<file path="src/rtl/enc_lcu_rc_pkg.sv">
// Shared encoder rate-control definitions: widths, QP limit, FSM encoding
// and the saturating accumulator helper.
package enc_lcu_rc_pkg;

  localparam int QP_W       = 6;
  localparam int BYTES_W    = 16;
  localparam int CNT_W      = 16;
  localparam int ACC_W      = 24;
  localparam int DELTA_W    = 8;
  localparam int ENC_QP_MAX = 51;

  typedef enum logic [2:0] {
    ST_IDLE   = 3'd0,
    ST_WAIT   = 3'd1,
    ST_SAMPLE = 3'd2,
    ST_CALC   = 3'd3,
    ST_UPDATE = 3'd4
  } rc_state_e;

  // Add a byte count to a frame accumulator, pinning at all-ones on overflow.
  function automatic logic [ACC_W-1:0] sat_acc_add(input logic [ACC_W-1:0] acc,
                                                   input logic [BYTES_W-1:0] inc);
    logic [ACC_W:0] sum;
    sum = {1'b0, acc} + {{(ACC_W-BYTES_W+1){1'b0}}, inc};
    if (sum[ACC_W]) begin
      return {ACC_W{1'b1}};
    end else begin
      return sum[ACC_W-1:0];
    end
  endfunction

endpackage

</file>
<file path="src/rtl/enc_rc_qp_clamp.sv">
// Signed sum of base QP and LCU delta, clamped into 0..QP_MAX.
module enc_rc_qp_clamp
  import enc_lcu_rc_pkg::*;
#(
  parameter int QP_MAX = ENC_QP_MAX
) (
  input  logic        [QP_W-1:0]    base_qp_i,
  input  logic signed [DELTA_W-1:0] delta_i,
  output logic        [QP_W-1:0]    qp_o
);

  localparam int SUM_W = QP_W + 3;
  localparam logic signed [SUM_W-1:0] QP_MAX_S = SUM_W'(QP_MAX);
  localparam logic [QP_W-1:0]         QP_MAX_Q = QP_W'(QP_MAX);

  logic signed [SUM_W-1:0] sum_s;

  // Widen both operands so a negative delta on a small base cannot wrap.
  always_comb begin
    sum_s = $signed({{(SUM_W-QP_W){1'b0}}, base_qp_i}) + SUM_W'(delta_i);
    if (sum_s[SUM_W-1]) begin
      qp_o = {QP_W{1'b0}};
    end else if (sum_s > QP_MAX_S) begin
      qp_o = QP_MAX_Q;
    end else begin
      qp_o = sum_s[QP_W-1:0];
    end
  end

endmodule

</file>
<file path="src/rtl/enc_lcu_rc.sv">
// LCU-level rate control: tracks actual vs budgeted bytes over a frame and
// nudges the QP of the next LCU by a bounded offset from the frame QP.
module enc_lcu_rc
  import enc_lcu_rc_pkg::*;
#(
  parameter int QP_DELTA_MAX = 4,
  parameter int QP_MAX       = ENC_QP_MAX
) (
  input  logic               clk,
  input  logic               rstn,
  input  logic               sys_start_i,
  input  logic               rc_en_i,
  input  logic [QP_W-1:0]    frame_qp_i,
  input  logic [CNT_W-1:0]   lcu_num_i,
  input  logic [BYTES_W-1:0] target_bytes_i,
  input  logic               enc_done_i,
  input  logic [BYTES_W-1:0] rc_actual_bitnum_i,
  output logic [QP_W-1:0]    rc_qp_o,
  output logic               rc_qp_val_o,
  output logic [ACC_W-1:0]   frame_bytes_o,
  output logic               frame_done_o,
  output logic               protocol_err_o
);

  localparam logic signed [DELTA_W-1:0] DELTA_MAX_S = DELTA_W'(QP_DELTA_MAX);
  localparam logic signed [DELTA_W-1:0] DELTA_MIN_S = -DELTA_MAX_S;

  rc_state_e                  state_q, state_d;
  logic                       rc_en_q, rc_en_d;
  logic        [QP_W-1:0]     frame_qp_q, frame_qp_d;
  logic        [CNT_W-1:0]    lcu_num_q, lcu_num_d;
  logic        [BYTES_W-1:0]  target_q, target_d;
  logic        [CNT_W-1:0]    lcu_cnt_q, lcu_cnt_d;
  logic        [ACC_W-1:0]    act_acc_q, act_acc_d;
  logic        [ACC_W-1:0]    tgt_acc_q, tgt_acc_d;
  logic signed [DELTA_W-1:0]  qp_delta_q, qp_delta_d;
  logic        [QP_W-1:0]     rc_qp_q, rc_qp_d;
  logic                       rc_qp_val_q, rc_qp_val_d;
  logic        [ACC_W-1:0]    frame_bytes_q, frame_bytes_d;
  logic                       frame_done_q, frame_done_d;
  logic                       err_q, err_d;

  logic signed [ACC_W:0]      over_s;
  logic signed [ACC_W:0]      tgt_s;
  logic signed [DELTA_W-1:0]  delta_next_s;
  logic        [QP_W-1:0]     clamp_qp_s;

  enc_rc_qp_clamp #(.QP_MAX(QP_MAX)) u_qp_clamp (
    .base_qp_i (frame_qp_q),
    .delta_i   (qp_delta_q),
    .qp_o      (clamp_qp_s)
  );

  // Overrun/underrun decision: one QP step per LCU, bounded to +/-QP_DELTA_MAX.
  always_comb begin
    over_s = $signed({1'b0, act_acc_q}) - $signed({1'b0, tgt_acc_q});
    tgt_s  = $signed({1'b0, {(ACC_W-BYTES_W){1'b0}}, target_q});
    if (!rc_en_q) begin
      delta_next_s = qp_delta_q;
    end else if ((over_s > tgt_s) && (qp_delta_q < DELTA_MAX_S)) begin
      delta_next_s = qp_delta_q + DELTA_W'(1);
    end else if ((over_s < -tgt_s) && (qp_delta_q > DELTA_MIN_S)) begin
      delta_next_s = qp_delta_q - DELTA_W'(1);
    end else begin
      delta_next_s = qp_delta_q;
    end
  end

  // Next-state logic; a frame start overrides whatever the FSM is doing.
  always_comb begin
    state_d       = state_q;
    rc_en_d       = rc_en_q;
    frame_qp_d    = frame_qp_q;
    lcu_num_d     = lcu_num_q;
    target_d      = target_q;
    lcu_cnt_d     = lcu_cnt_q;
    act_acc_d     = act_acc_q;
    tgt_acc_d     = tgt_acc_q;
    qp_delta_d    = qp_delta_q;
    rc_qp_d       = rc_qp_q;
    frame_bytes_d = frame_bytes_q;
    err_d         = err_q;
    rc_qp_val_d   = 1'b0;
    frame_done_d  = 1'b0;
    if (sys_start_i) begin
      state_d       = ST_WAIT;
      rc_en_d       = rc_en_i;
      frame_qp_d    = frame_qp_i;
      lcu_num_d     = lcu_num_i;
      target_d      = target_bytes_i;
      lcu_cnt_d     = {CNT_W{1'b0}};
      act_acc_d     = {ACC_W{1'b0}};
      tgt_acc_d     = {ACC_W{1'b0}};
      qp_delta_d    = {DELTA_W{1'b0}};
      rc_qp_d       = frame_qp_i;
      frame_bytes_d = {ACC_W{1'b0}};
      err_d         = 1'b0;
    end else begin
      case (state_q)
        ST_IDLE: state_d = ST_IDLE;
        ST_WAIT: begin
          if (enc_done_i) begin
            state_d = ST_SAMPLE;
          end else begin
            state_d = ST_WAIT;
          end
        end
        ST_SAMPLE: begin
          act_acc_d = sat_acc_add(act_acc_q, rc_actual_bitnum_i);
          tgt_acc_d = sat_acc_add(tgt_acc_q, target_q);
          lcu_cnt_d = lcu_cnt_q + CNT_W'(1);
          err_d     = err_q | enc_done_i;
          state_d   = ST_CALC;
        end
        ST_CALC: begin
          qp_delta_d = delta_next_s;
          err_d      = err_q | enc_done_i;
          state_d    = ST_UPDATE;
        end
        ST_UPDATE: begin
          rc_qp_d       = clamp_qp_s;
          rc_qp_val_d   = 1'b1;
          frame_bytes_d = act_acc_q;
          err_d         = err_q | enc_done_i;
          if (lcu_cnt_q == lcu_num_q) begin
            frame_done_d = 1'b1;
            state_d      = ST_IDLE;
          end else begin
            state_d      = ST_WAIT;
          end
        end
        default: state_d = ST_IDLE;
      endcase
    end
  end

  // State and output registers.
  always_ff @(posedge clk or negedge rstn) begin
    if (!rstn) begin
      state_q       <= ST_IDLE;
      rc_en_q       <= 1'b0;
      frame_qp_q    <= {QP_W{1'b0}};
      lcu_num_q     <= {CNT_W{1'b0}};
      target_q      <= {BYTES_W{1'b0}};
      lcu_cnt_q     <= {CNT_W{1'b0}};
      act_acc_q     <= {ACC_W{1'b0}};
      tgt_acc_q     <= {ACC_W{1'b0}};
      qp_delta_q    <= {DELTA_W{1'b0}};
      rc_qp_q       <= {QP_W{1'b0}};
      rc_qp_val_q   <= 1'b0;
      frame_bytes_q <= {ACC_W{1'b0}};
      frame_done_q  <= 1'b0;
      err_q         <= 1'b0;
    end else begin
      state_q       <= state_d;
      rc_en_q       <= rc_en_d;
      frame_qp_q    <= frame_qp_d;
      lcu_num_q     <= lcu_num_d;
      target_q      <= target_d;
      lcu_cnt_q     <= lcu_cnt_d;
      act_acc_q     <= act_acc_d;
      tgt_acc_q     <= tgt_acc_d;
      qp_delta_q    <= qp_delta_d;
      rc_qp_q       <= rc_qp_d;
      rc_qp_val_q   <= rc_qp_val_d;
      frame_bytes_q <= frame_bytes_d;
      frame_done_q  <= frame_done_d;
      err_q         <= err_d;
    end
  end

  assign rc_qp_o        = rc_qp_q;
  assign rc_qp_val_o    = rc_qp_val_q;
  assign frame_bytes_o  = frame_bytes_q;
  assign frame_done_o   = frame_done_q;
  assign protocol_err_o = err_q;

endmodule

</file>
<file path="config.mk">
export PLATFORM = sky130hd
export DESIGN_NAME = enc_lcu_rc
export DESIGN_NICKNAME = d
export VERILOG_FILES = /design/src/rtl/enc_lcu_rc_pkg.sv /design/src/rtl/enc_rc_qp_clamp.sv /design/src/rtl/enc_lcu_rc.sv
export SDC_FILE = /design/constraint.sdc
export NUM_CORES = 1
export LEC_CHECK = 0
export BUFFER_PORTS_ARGS = -buffer_cell sky130_fd_sc_hd__buf_2
export CORE_UTILIZATION = 45
export CTS_CLUSTER_SIZE = 16
export DETAILED_ROUTE_END_ITERATION = 10
export GPL_TIMING_DRIVEN = 0
export PLACE_DENSITY_LB_ADDON = 0.25
export SKIP_CTS_REPAIR_TIMING = 1
export SYNTH_ARGS = -nofsm -noshare
export SYNTH_HDL_FRONTEND = slang
export SYNTH_SLANG_ARGS = --single-unit
</file>
<file path="constraint.sdc">
create_clock -name clk -period 7.1 [get_ports clk]
set_clock_uncertainty 0.2 [all_clocks]
set_input_delay 1.775 -clock clk [delete_from_list [all_inputs] [get_ports clk]]
set_output_delay 1.775 -clock clk [all_outputs]
set_load 0.005 [all_outputs]
</file>
* Word-level counts from Yosys, hierarchy flattened *
Cells that the tools add are included.

cells by class
  add/sub/neg operators = 8
  order comparisons = 5
  equal/unequal tests = 5
  mux-type cells = 30
  bitwise logic cells = 1
  reduce and logical (&&, ||, !) cells = 10

operator list
  kind                                                                              count
  24-bit two-way mux                                                                8
  24-bit by 16-bit adder with 25-bit output                                         2
  8-bit two-way mux                                                                 5
  16-bit two-way mux                                                                2
  25-bit by 17-bit greater-than comparator with 1-bit output                        1
  25-bit less-than comparator                                                       1
  16-bit negation with 25-bit output                                                1
  24-bit by 24-bit subtractor with 25-bit output                                    1
  6-bit two-way mux                                                                 4
  16-bit by 1-bit adder with 16-bit output (second input constant)                  1
  16-bit equality test                                                              1
  3-bit case mux with 4 select lines                                                1
  2-bit nonzero test                                                                5
  7-bit by 8-bit adder with 9-bit output                                            1
  9-bit by 7-bit greater-than comparator with 1-bit output (second input constant)  1
  8-bit by 2-bit adder with 8-bit output (second input constant)                    1
  8-bit by 3-bit greater-than comparator with 1-bit output (second input constant)  1
  8-bit by 4-bit less-than comparator with 1-bit output (second input constant)     1
  1-bit two-way mux                                                                 8
  8-bit by 2-bit subtractor with 8-bit output (second input constant)               1
  3-bit by 2-bit equality test with 1-bit output (second input constant)            2
  3-bit by 1-bit equality test with 1-bit output (second input constant)            1
  3-bit equality test (second input constant)                                       1
  3-bit two-way mux                                                                 1
  other kinds (6)                                                                   7

storage, ports and cells
  flip-flop bits (word level) = 147
  input bits = 59
  logic and storage cells = 73

* Logic depth before layout (Yosys ltp) *
Gate-level depths: netlist of the first run.

  depth after elaboration = 8
  mapped depth = 28
  depth with buffers taken out = 28

* Modules after synthesis *
From an unflattened synthesis of the first run, not the netlist that was laid out.

unflattened totals
  cell total of the unflattened synthesis = 1,230
  area, all modules = 11,157.0 µm²

modules (own cells, without submodules)
  module           instances  cells each  area each (µm²)  seq. area each (µm²)
  enc_lcu_rc       1          1,168       10,666.5         3,678.5
  enc_rc_qp_clamp  1          62          490.5            0.0

* Least setup slack after synthesis of the first run *
No wires, ideal clock.

  path type = register to register
  start point = register act_acc_q[0]
  end point = register qp_delta_q[7]
  library setup time = 0.127 ns
  arrival time = 5.856 ns
  setup slack = 0.916 ns
  stages on the path, launching flop included = 29
  clock period less this slack = 6.184 ns
  path through = dfrtp_1 inv_1 ha_1 inv_1 fa_1 a21o_1 a221oi_1 o21ai_0 a21o_1 a21oi_1 xnor2_1 ha_1 a21oi_1 a2bb2oi_1 a21oi_1 o41ai_1 o31a_1 o2111ai_1 o41a_1 inv_1 ha_1 a21o_1 a21oi_1 o21bai_1 a21oi_1 o21ai_0 or3b_1 a21oi_2 mux2_1

on the way
  longest elaborated chain between the ends = 7
  elaborated cells on any way between the ends = 11
  those cells by class = 1 x add/sub; 2 x order compare; 4 x mux; 4 x reduce/logical

ends and longest elaborated chain
  item                                                        RTL line           source
  start: declaration                                          enc_lcu_rc.sv:34   logic [ACC_W-1:0] act_acc_q, act_acc_d;
  start signal: assignment                                    enc_lcu_rc.sv:146  act_acc_q <= {ACC_W{1'b0}};
  start signal: assignment                                    enc_lcu_rc.sv:161  act_acc_q <= act_acc_d;
  24-bit by 24-bit subtractor with 25-bit output *            enc_lcu_rc.sv:56   over_s = $signed({1'b0, act_acc_q}) - $signed({1'b0, tgt_acc_q});
  25-bit by 17-bit greater-than comparator with 1-bit output  enc_lcu_rc.sv:60   end else if ((over_s > tgt_s) && (qp_delta_q < DELTA_MAX_S)) begin
  1-bit logical AND                                           enc_lcu_rc.sv:60
  8-bit two-way mux                                           enc_lcu_rc.sv:60
  8-bit two-way mux                                           enc_lcu_rc.sv:58   if (!rc_en_q) begin
  8-bit two-way mux                                           enc_lcu_rc.sv:99   case (state_q)
  8-bit two-way mux                                           enc_lcu_rc.sv:85   if (sys_start_i) begin
  end signal: assignment                                      enc_lcu_rc.sv:148  qp_delta_q <= {DELTA_W{1'b0}};
  end signal: assignment                                      enc_lcu_rc.sv:163  qp_delta_q <= qp_delta_d;
  end: declaration                                            enc_lcu_rc.sv:36   logic signed [DELTA_W-1:0] qp_delta_q, qp_delta_d;

Mark *: on every way between the ends. The rest lies on a longest branch, timed or not. The select of a mux whose other input is x is not followed.
A chain may end at the register's enable or synchronous reset.

* Worst setup path in the final report of the first run *
Ends and elaborated chain as after synthesis.

==> results of run 1 <==
-- per-layer routing --
layer | vias to the layer above | part of all wire (%)
li1 | 4439 | -
met1 | 4352 | 49
met2 | 195 | 45
met3 | 25 | 3.9
met4 | 0 | 1.8
met5 | - | 0
-- worst paths after layout --
check	from	endpoint	slack [ps]	depth (start not counted)
max in group asynchronous	rstn	target_q[13]	4780	2
worst max-delay path	act_acc_q[0]	qp_delta_q[7]	370	28
worst min-delay path	frame_bytes_o[23]	frame_bytes_o[23]	300	1
min in group asynchronous	rstn	frame_bytes_o[11]	1130	1
worst min register to register	frame_bytes_o[23]	frame_bytes_o[23]	300	1
worst max register to register	act_acc_q[0]	qp_delta_q[7]	370	28
-- cell usage in the layout, fill, tap and decap left out, types with 9 or more instances in the layout --
master and count:
sky130_fd_sc_hd__o21ai_0 58, sky130_fd_sc_hd__nand2b_1 9, sky130_fd_sc_hd__xor2_1 47, sky130_fd_sc_hd__ha_1 110, sky130_fd_sc_hd__nor3_1 26, sky130_fd_sc_hd__nand2_1 67
sky130_fd_sc_hd__a311oi_1 19, sky130_fd_sc_hd__nor2_1 110, sky130_fd_sc_hd__buf_2 92, sky130_fd_sc_hd__clkbuf_16 17, sky130_fd_sc_hd__a21oi_1 69, sky130_fd_sc_hd__xnor2_1 51
sky130_fd_sc_hd__nand3_1 34, sky130_fd_sc_hd__a211oi_1 26, sky130_fd_sc_hd__a21o_1 28, sky130_fd_sc_hd__inv_1 76, sky130_fd_sc_hd__o21a_1 17, sky130_fd_sc_hd__clkbuf_1 31
sky130_fd_sc_hd__mux2_2 24, sky130_fd_sc_hd__nand4_1 19, sky130_fd_sc_hd__nor4_1 15, sky130_fd_sc_hd__o21bai_1 10, sky130_fd_sc_hd__a22o_1 26, sky130_fd_sc_hd__nor2b_1 10
sky130_fd_sc_hd__a31oi_1 9, sky130_fd_sc_hd__dfrtp_1 147
-- sequential cells by signal (all words and copies together) (netlist names) --
register        count
act_acc_q          24
frame_bytes_o      24
tgt_acc_q          24
lcu_cnt_q          16
lcu_num_q          16
target_q           16
qp_delta_q          8
frame_qp_q          6
rc_qp_o             6
state_q             3
frame_done_o        1
protocol_err_o      1
rc_en_q             1
rc_qp_val_o         1
-- critical path, delay by kind of cell, from the launching register on --
kind | cells | cell delay, ps
flops | 1 | 400
simple gates | 1 | 410
compound gates | 18 | 3570
buf+inv | 3 | 300
fa+ha+maj | 4 | 1150
xor+xnor | 1 | 250
mux | 1 | 330
-- cell families after synthesis --
| family | count (synthesis) |
|---|---|
| buffers and inverters | 114 |
| flip-flops | 147 |
| AO/OA/AOI/OAI | 321 |
| XOR/XNOR | 98 |
| multiplexers | 32 |
| adder cells (fa/ha/maj) | 115 |
| AND/OR/NAND/NOR | 323 |
-- cell type report --
type                            instances  area share, %
Inverter                               77           2.40
Multi-Input combinational cell        889           53.5
Clock inverter                         13           1.12
Tap cell                              313           3.25
Timing Repair Buffer                   95           4.25
Clock buffer                           19           3.76
Sequential cell                       147           30.6
Buffer                                 37           1.17
-- power by group through the flow --
stage	clock network, mW	logic, mW	registers, mW
after global placement	0	0.834	0.933
final	0.901	0.892	0.918
after CTS	0.913	0.865	0.918
after floorplan	0	0.642	0.919
after global routing	0.951	1.00	0.924
after detailed placement	0	0.856	0.933
-- stage by stage --
step / total power [mW] / TNS, ps
3_5_place_dp: 1.79 / -52.8
5_1_grt: 2.88 / 0
4_1_cts: 2.70 / -75.8
2_1_floorplan: 1.56 / 0
3_3_place_gp: 1.77 / 0
6_report: 2.71 / 0
==> summary by stage, run 1 <==
Run status
The run finished with clean final reports.

Floorplanning
The number of placement rows is 55. The core box area is 22800 µm². The die covers about 24000 µm².

The die outline width is 155 µm. The initial utilization of the core area, before any placement, comes to 46.2%. The number of primary I/O pins is 92. Measured along the y axis, the die boundary spans 155 µm.

Clock network
TritonCTS built the clock tree. For the worst-skew pair, the clock arrives at the later sink with an insertion delay of 440 ps. The register clock-pin slew on the reported worst setup and hold paths is 70 ps. The clock tree root buffer cell is sky130_fd_sc_hd__clkbuf_16. The number of levels the H-tree was split into is 4. The buffer levels on the longest clock path is 2. The number of sinks handled by clock tree synthesis is approximately 150. In this run, CTS created clock tree buffers numbering 17.

Detailed routing
The violation count after the first detailed-route iteration is 517. The total routed wirelength is approximately 27 mm. After detailed routing, the number of vias per cell comes to 5.67.

The number of DRC violations after detailed routing is 0. The first-pass iteration count of the detailed router is 5. The count of nets left with antenna violations after detail routing is 0. The routed layout has about 9000 vias. In the final routed layout, each cell accounts on average for 17.2 µm.

Place
The congestion estimate from routability-driven global placement came to 0.919. Timing analysis after detailed placement gives a worst setup slack of -52.8 ps. Counting tap cells, the placed design contains a total of 1555 instances.

Detailed placement finished with a half-perimeter wire length of 21.1 mm. The number of buffers inserted by port buffering is 91. After detailed placement, the total cell area comes to 11400 µm².

Yosys
When the netlist entered floorplanning its net count stood at 1324. Sequential cells were found to cover 34.9% of the synthesized design area. The post-synthesis async set-or-reset flop share is 100%.

Counting instances in the post-synthesis netlist gives the leading cell types as sky130_fd_sc_hd__dfrtp_1, sky130_fd_sc_hd__ha_1, sky130_fd_sc_hd__nor2_1, sky130_fd_sc_hd__inv_1, sky130_fd_sc_hd__a21oi_1. The most used flip-flop cell after synthesis is sky130_fd_sc_hd__dfrtp_1. Yosys attributes the largest share of cell area to sky130_fd_sc_hd__dfrtp_1, sky130_fd_sc_hd__ha_1, sky130_fd_sc_hd__xnor2_1, sky130_fd_sc_hd__nor2_1, sky130_fd_sc_hd__xor2_1. The total standard cell area after synthesis is 10500 µm².

The simple-gate portion of the synthesized area is between 10% and 20%. The cell count after synthesis came out at around 1200. For this run, the number of Yosys warnings is 0. By area, the combinational part of the netlist is dominated by compound AO/OA/AOI/OAI gates. Of all cell types, the one taking the most synthesized area is sky130_fd_sc_hd__dfrtp_1.

Counting distinct cell types in the post-synthesis netlist gives between 60 and 70. The register bit total from synthesis is 147. The most used standard cell by instance count after synthesis is sky130_fd_sc_hd__dfrtp_1. The portion of netlist area occupied by mux cells is 3.34%.

The post-synthesis average cell area is 9.15 µm². The xor-xnor portion of the synthesized cell area is about 8%. The area fraction of the dominant cell type after synthesis is around a third. Counting flops with a built-in enable in the synthesized netlist gives 0. The post-synthesis compound-gate area fraction is a little over a fifth. The arithmetic-cell share of the synthesized area counting full adders, half adders and majority gates is 14.0%.

Setup path
The most numerous cell on the critical path is sky130_fd_sc_hd__a21oi_1. The kind of end point of the critical path is a flop. On the critical path, the stage with the largest delay is an instance of sky130_fd_sc_hd__o41a_1. The category of the most critical setup path is flop to flop. Along the worst path, the maximum fanout reaches 6.

The peak per-stage delay on the critical path is between 400 and 500 ps. Data on the critical path arrives at its endpoint at 6850 ps. The worst setup path is launched from a flop. STA puts the critical path data required time at a little over 7000 ps.

Power
The power density over the cells is between 200 and 250 nW/µm². In this run switching power makes up 35.6% of total power. The portion of total power attributed to the clock network is between 30% and 40%. Across the VDD grid, the largest voltage drop is 0.160 mV. The analysis attributes to cell leakage a power of 5.67 nW. The share of total power dissipated in sequential elements is 33.9%. The internal power component is 1.74 mW. Summed over all nets, the switching power comes to 0.966 mW.

The share of power burned in combinational logic is 32.9%.

Global routing
In the global route stage, met2 resource usage came out at 37.9%. The first global-routing pass estimated 45.2 mm of wire. The met1 usage is approximately 34%. met2 is the most crowded layer.

The initial antenna violation count is 0. The total congestion overflow is 0. Global routing consumed, over all layers together, 23.9% of the routing resources. The via count of the first global-routing pass came to 8713. The maximum number of pins on one net before global-route repair is 80. Global routing used 3.40% of the available met3 tracks.

Timing
Setup slack closes at around 370 ps. The measured slew at the worst slew-check pin is ~1100 ps. The post-layout minimum cycle time is approximately 6700 ps. The highest achievable clock rate is 0.149 GHz.

The relative slew slack is 28.9%. Setup violations remaining at the end of the flow were counted as 0. The worst hold slack is between 200 and 300 ps.

The number of slew-limit violations in the final report is 0. The part of the cycle the worst path needs is 94.8%. The hold violation count in the final report came to 0. Setup repair after global routing left no endpoint under its margin.

Layout
The utilization after layout is 52.9%. In the final layout, flip-flops and latches occupy 3680 µm². The growth of design area from synthesis to finish is 14.4%. The number of antenna diodes is 0.

The number of filler instances in the final layout is 2106. The number of standard cells in the final layout excluding fillers is approximately 1600. The multi-input combinational cells in the finished layout cover a total of 6440 µm². After the last flow step, the layout net total stands at 1438. The share of post-route cells with drive strength above 1 is 13.3%. Once layout is done, the placed cells without fillers occupy 12000 µm².

Hold path
The worst hold path belongs to the class flop to flop.

Run
Max-cap violations in this run came to 0.
Note: power is estimated with default switching activity, not from simulation.
==> inputs of run 2 (changes only) <==
--- a/config.mk
+++ b/config.mk
@@ -10,7 +10,7 @@
 export CTS_CLUSTER_SIZE = 16
 export DETAILED_ROUTE_END_ITERATION = 10
 export GPL_TIMING_DRIVEN = 0
-export PLACE_DENSITY_LB_ADDON = 0.25
+export PLACE_DENSITY = 0.65
 export SKIP_CTS_REPAIR_TIMING = 1
 export SYNTH_ARGS = -nofsm -noshare
 export SYNTH_HDL_FRONTEND = slang
==> constraint.sdc (replaced) <==
create_clock -name clk -period 5.7 [get_ports clk]
set_clock_uncertainty 0.2 [all_clocks]
set_input_delay 1.425 -clock clk [delete_from_list [all_inputs] [get_ports clk]]
set_output_delay 1.425 -clock clk [all_outputs]
set_load 0.005 [all_outputs]
==> run 2 against run 1 <==
  * The run now ends with negative setup slack left
  * Global-route usage is 0.18 points higher
  * Maximum frequency grew 9.3%
  * Sequential power grew 24%
  * Largest cell class unchanged
  * Core utilization increased by 0.86 points
  * Clock power rose by 30%
  * Power increased by 29%
  * Critical path type unchanged
  * Via count down 0.11%
==> summary by stage, run 2 (synthesis gave the netlist of run 1 again) <==
Clock network
The register clock-pin slew on the reported worst setup and hold paths is 70 ps. The number of levels the H-tree was split into is 4. TritonCTS built the clock tree. The buffer levels on the longest clock path is 2. CTS saw ~150 sinks. The clock latency of the later-clocked register in the worst-skew pair is 430 ps. The number of buffers inserted during clock tree synthesis is 17. The clock tree root buffer cell is sky130_fd_sc_hd__clkbuf_16.

Global routing
The initial antenna violation count is 0. The total congestion overflow is 0. The global-route usage over all layers is 24.1%.

The maximum number of pins on one net before global-route repair is between 80 and 90. The first-pass GRT wire length is 45.3 mm. The via count of the first global-routing pass is between 8000 and 9000.

Detailed routing
Once detail routing completed, the nets flagged for antenna violations numbered 0. The pre-antenna-repair detailed-routing pass consisted of 5 iterations. The total vias in the final route is 9001. After detailed routing, the average wire length per cell comes to 17.3 µm.

For this run, design rule violations remaining after detail routing come to 0. The via count normalized by instance count is 5.64. The violation count after the first detailed-route iteration is 520. The total routed wirelength is 27.6 mm.

Floorplanning
The floorplan step defined a core boundary enclosing 22800 µm². The number of placement rows is 55. The number of primary I/O pins is 92.

The effective utilization at floorplan is between 40% and 50%. The die footprint is between 20000 and 25000 µm². The die outline width is roughly 150 µm. The height of the chip is 155 µm.

Hold path
The tightest min-delay check is of the flop to flop type.

Setup path
The endpoint required time on the critical path is ~5800 ps. Data arrives at the worst endpoint at 6270 ps. The maximum fanout count along the critical path is 5. The category of the most critical setup path is flop to flop. The type of element launching the critical path is a flop.

The kind of end point of the critical path is a flop.

Layout
The post-route netlist has between 15 and 20% of its cells at a drive strength greater than 1. The top cell types in the final layout, fill and taps aside, are sky130_fd_sc_hd__dfrtp_1, sky130_fd_sc_hd__nor2_1, sky130_fd_sc_hd__ha_1, sky130_fd_sc_hd__buf_2, sky130_fd_sc_hd__inv_1. The growth of design area from synthesis to finish is 16.2%. The number of antenna diodes is 0. For this run, the post-layout net count is between 1000 and 1500. Leaving out fill and tap cells, the most frequent cell in the layout is sky130_fd_sc_hd__dfrtp_1.

Power
The leakage dissipation is about 5.7 nW. The maximum resistive drop on vdd is 0.198 mV. The power density over the cells is roughly 290 nW/µm². The overall power of the completed layout is 3.49 mW.

Timing
Dividing the final minimum period by the clock period gives 108%. The final-layout setup total negative slack is -470 ps. Static timing analysis puts the maximum clock frequency at 0.162 GHz. The final setup violation count is 2.

The relative slew slack is 26.0%. Counting I/O delays and the setup requirement, the final critical path takes 6160 ps. In the post-route analysis, the smallest setup slack over all paths is -457 ps. The number of slew-limit violations in the final report was 0. The hold violation count in the final report came to 0. Setup repair after global routing could not meet its margin everywhere. At the pin with the least slew margin, the transition time is 1100 ps.

Place
Detailed placement ended at an HPWL of 21.1 mm. The number of buffers inserted by port buffering is 91. The weighted congestion reported at the end of routability-driven placement is 0.914.

Run status
The flow ran to the end, but the final reports show violations. The checks that failed: negative setup slack.

Run
The max capacitance violation total is 0.
run 2: report_power, final:
part	internal, mW	total [mW]	switching [mW]	leakage (nW)
logic	0.523	1.18	0.660	3.49
clock network	0.632	1.17	0.534	0.301
registers	1.09	1.14	0.0520	1.95
total	2.25	3.49	1.25	5.75
run 2: path summary, 6_finish.rpt:
path / startpoint / cells past startpoint / end / slack (ps)
max in group asynchronous: rstn / 2 / frame_qp_q[3] / 3640
hold reg to reg: frame_bytes_o[8] / 1 / frame_bytes_o[8] / 290
setup / recovery: act_acc_q[4] / 26 / qp_delta_q[7] / -460
hold / removal: frame_bytes_o[8] / 1 / frame_bytes_o[8] / 290
setup reg to reg: act_acc_q[4] / 26 / qp_delta_q[7] / -460
min in group asynchronous: rstn / 1 / frame_bytes_o[0] / 860
run 2: critical path, cell delays in order (launching register included):
cell	delay, ps
sky130_fd_sc_hd__dfrtp_1	430
sky130_fd_sc_hd__ha_1	370
sky130_fd_sc_hd__a21o_1	270
sky130_fd_sc_hd__a211o_1	300
sky130_fd_sc_hd__o21ai_1	190
sky130_fd_sc_hd__o21ai_1	140
sky130_fd_sc_hd__a21o_1	210
sky130_fd_sc_hd__a21oi_2	170
sky130_fd_sc_hd__xnor2_2	160
sky130_fd_sc_hd__ha_1	290
sky130_fd_sc_hd__nand4_1	100
sky130_fd_sc_hd__nor2_1	70
sky130_fd_sc_hd__o31a_1	150
sky130_fd_sc_hd__o41ai_4	360
sky130_fd_sc_hd__o31a_1	220
sky130_fd_sc_hd__o2111ai_2	120
sky130_fd_sc_hd__o41a_1	460
sky130_fd_sc_hd__inv_2	120
sky130_fd_sc_hd__ha_4	200
sky130_fd_sc_hd__a21o_1	160
sky130_fd_sc_hd__a21oi_2	160
sky130_fd_sc_hd__o21bai_1	110
sky130_fd_sc_hd__a21oi_2	180
sky130_fd_sc_hd__o21ai_2	80
sky130_fd_sc_hd__or3b_1	360
sky130_fd_sc_hd__a21oi_2	160
sky130_fd_sc_hd__mux2_4	300
run 2: area by class of cell:
class | instances | area [µm²]
fillers | 2105 | 10500
clock buffers | 17 | 425
repair buffers | 102 | 564
clock inverters | 15 | 181
well taps | 313 | 392
plain buffers | 37 | 141
multi-input cells | 889 | 6560
inverters | 77 | 289
flip-flops and latches | 147 | 3680
run 2: stage by stage:
stage	hold slack (ps)	instance area [µm²]	util [%]	cells	worst slack, ps
after floorplan	282	10500	-	1150	3.18
after global placement	280	11400	50.0	1554	-891
after detailed placement	277	11400	50.2	1555	-943
after CTS	301	12000	52.8	1587	-964
after global routing	314	12200	53.7	1597	-704
final	294	12200	53.7	1597	-457
run 2: layer usage:
metal,global-route usage (%),share of wire [%]
met5,0,0
met4,8.53,2.1
met3,2.51,4.1
met2,37.9,45
met1,34.3,49
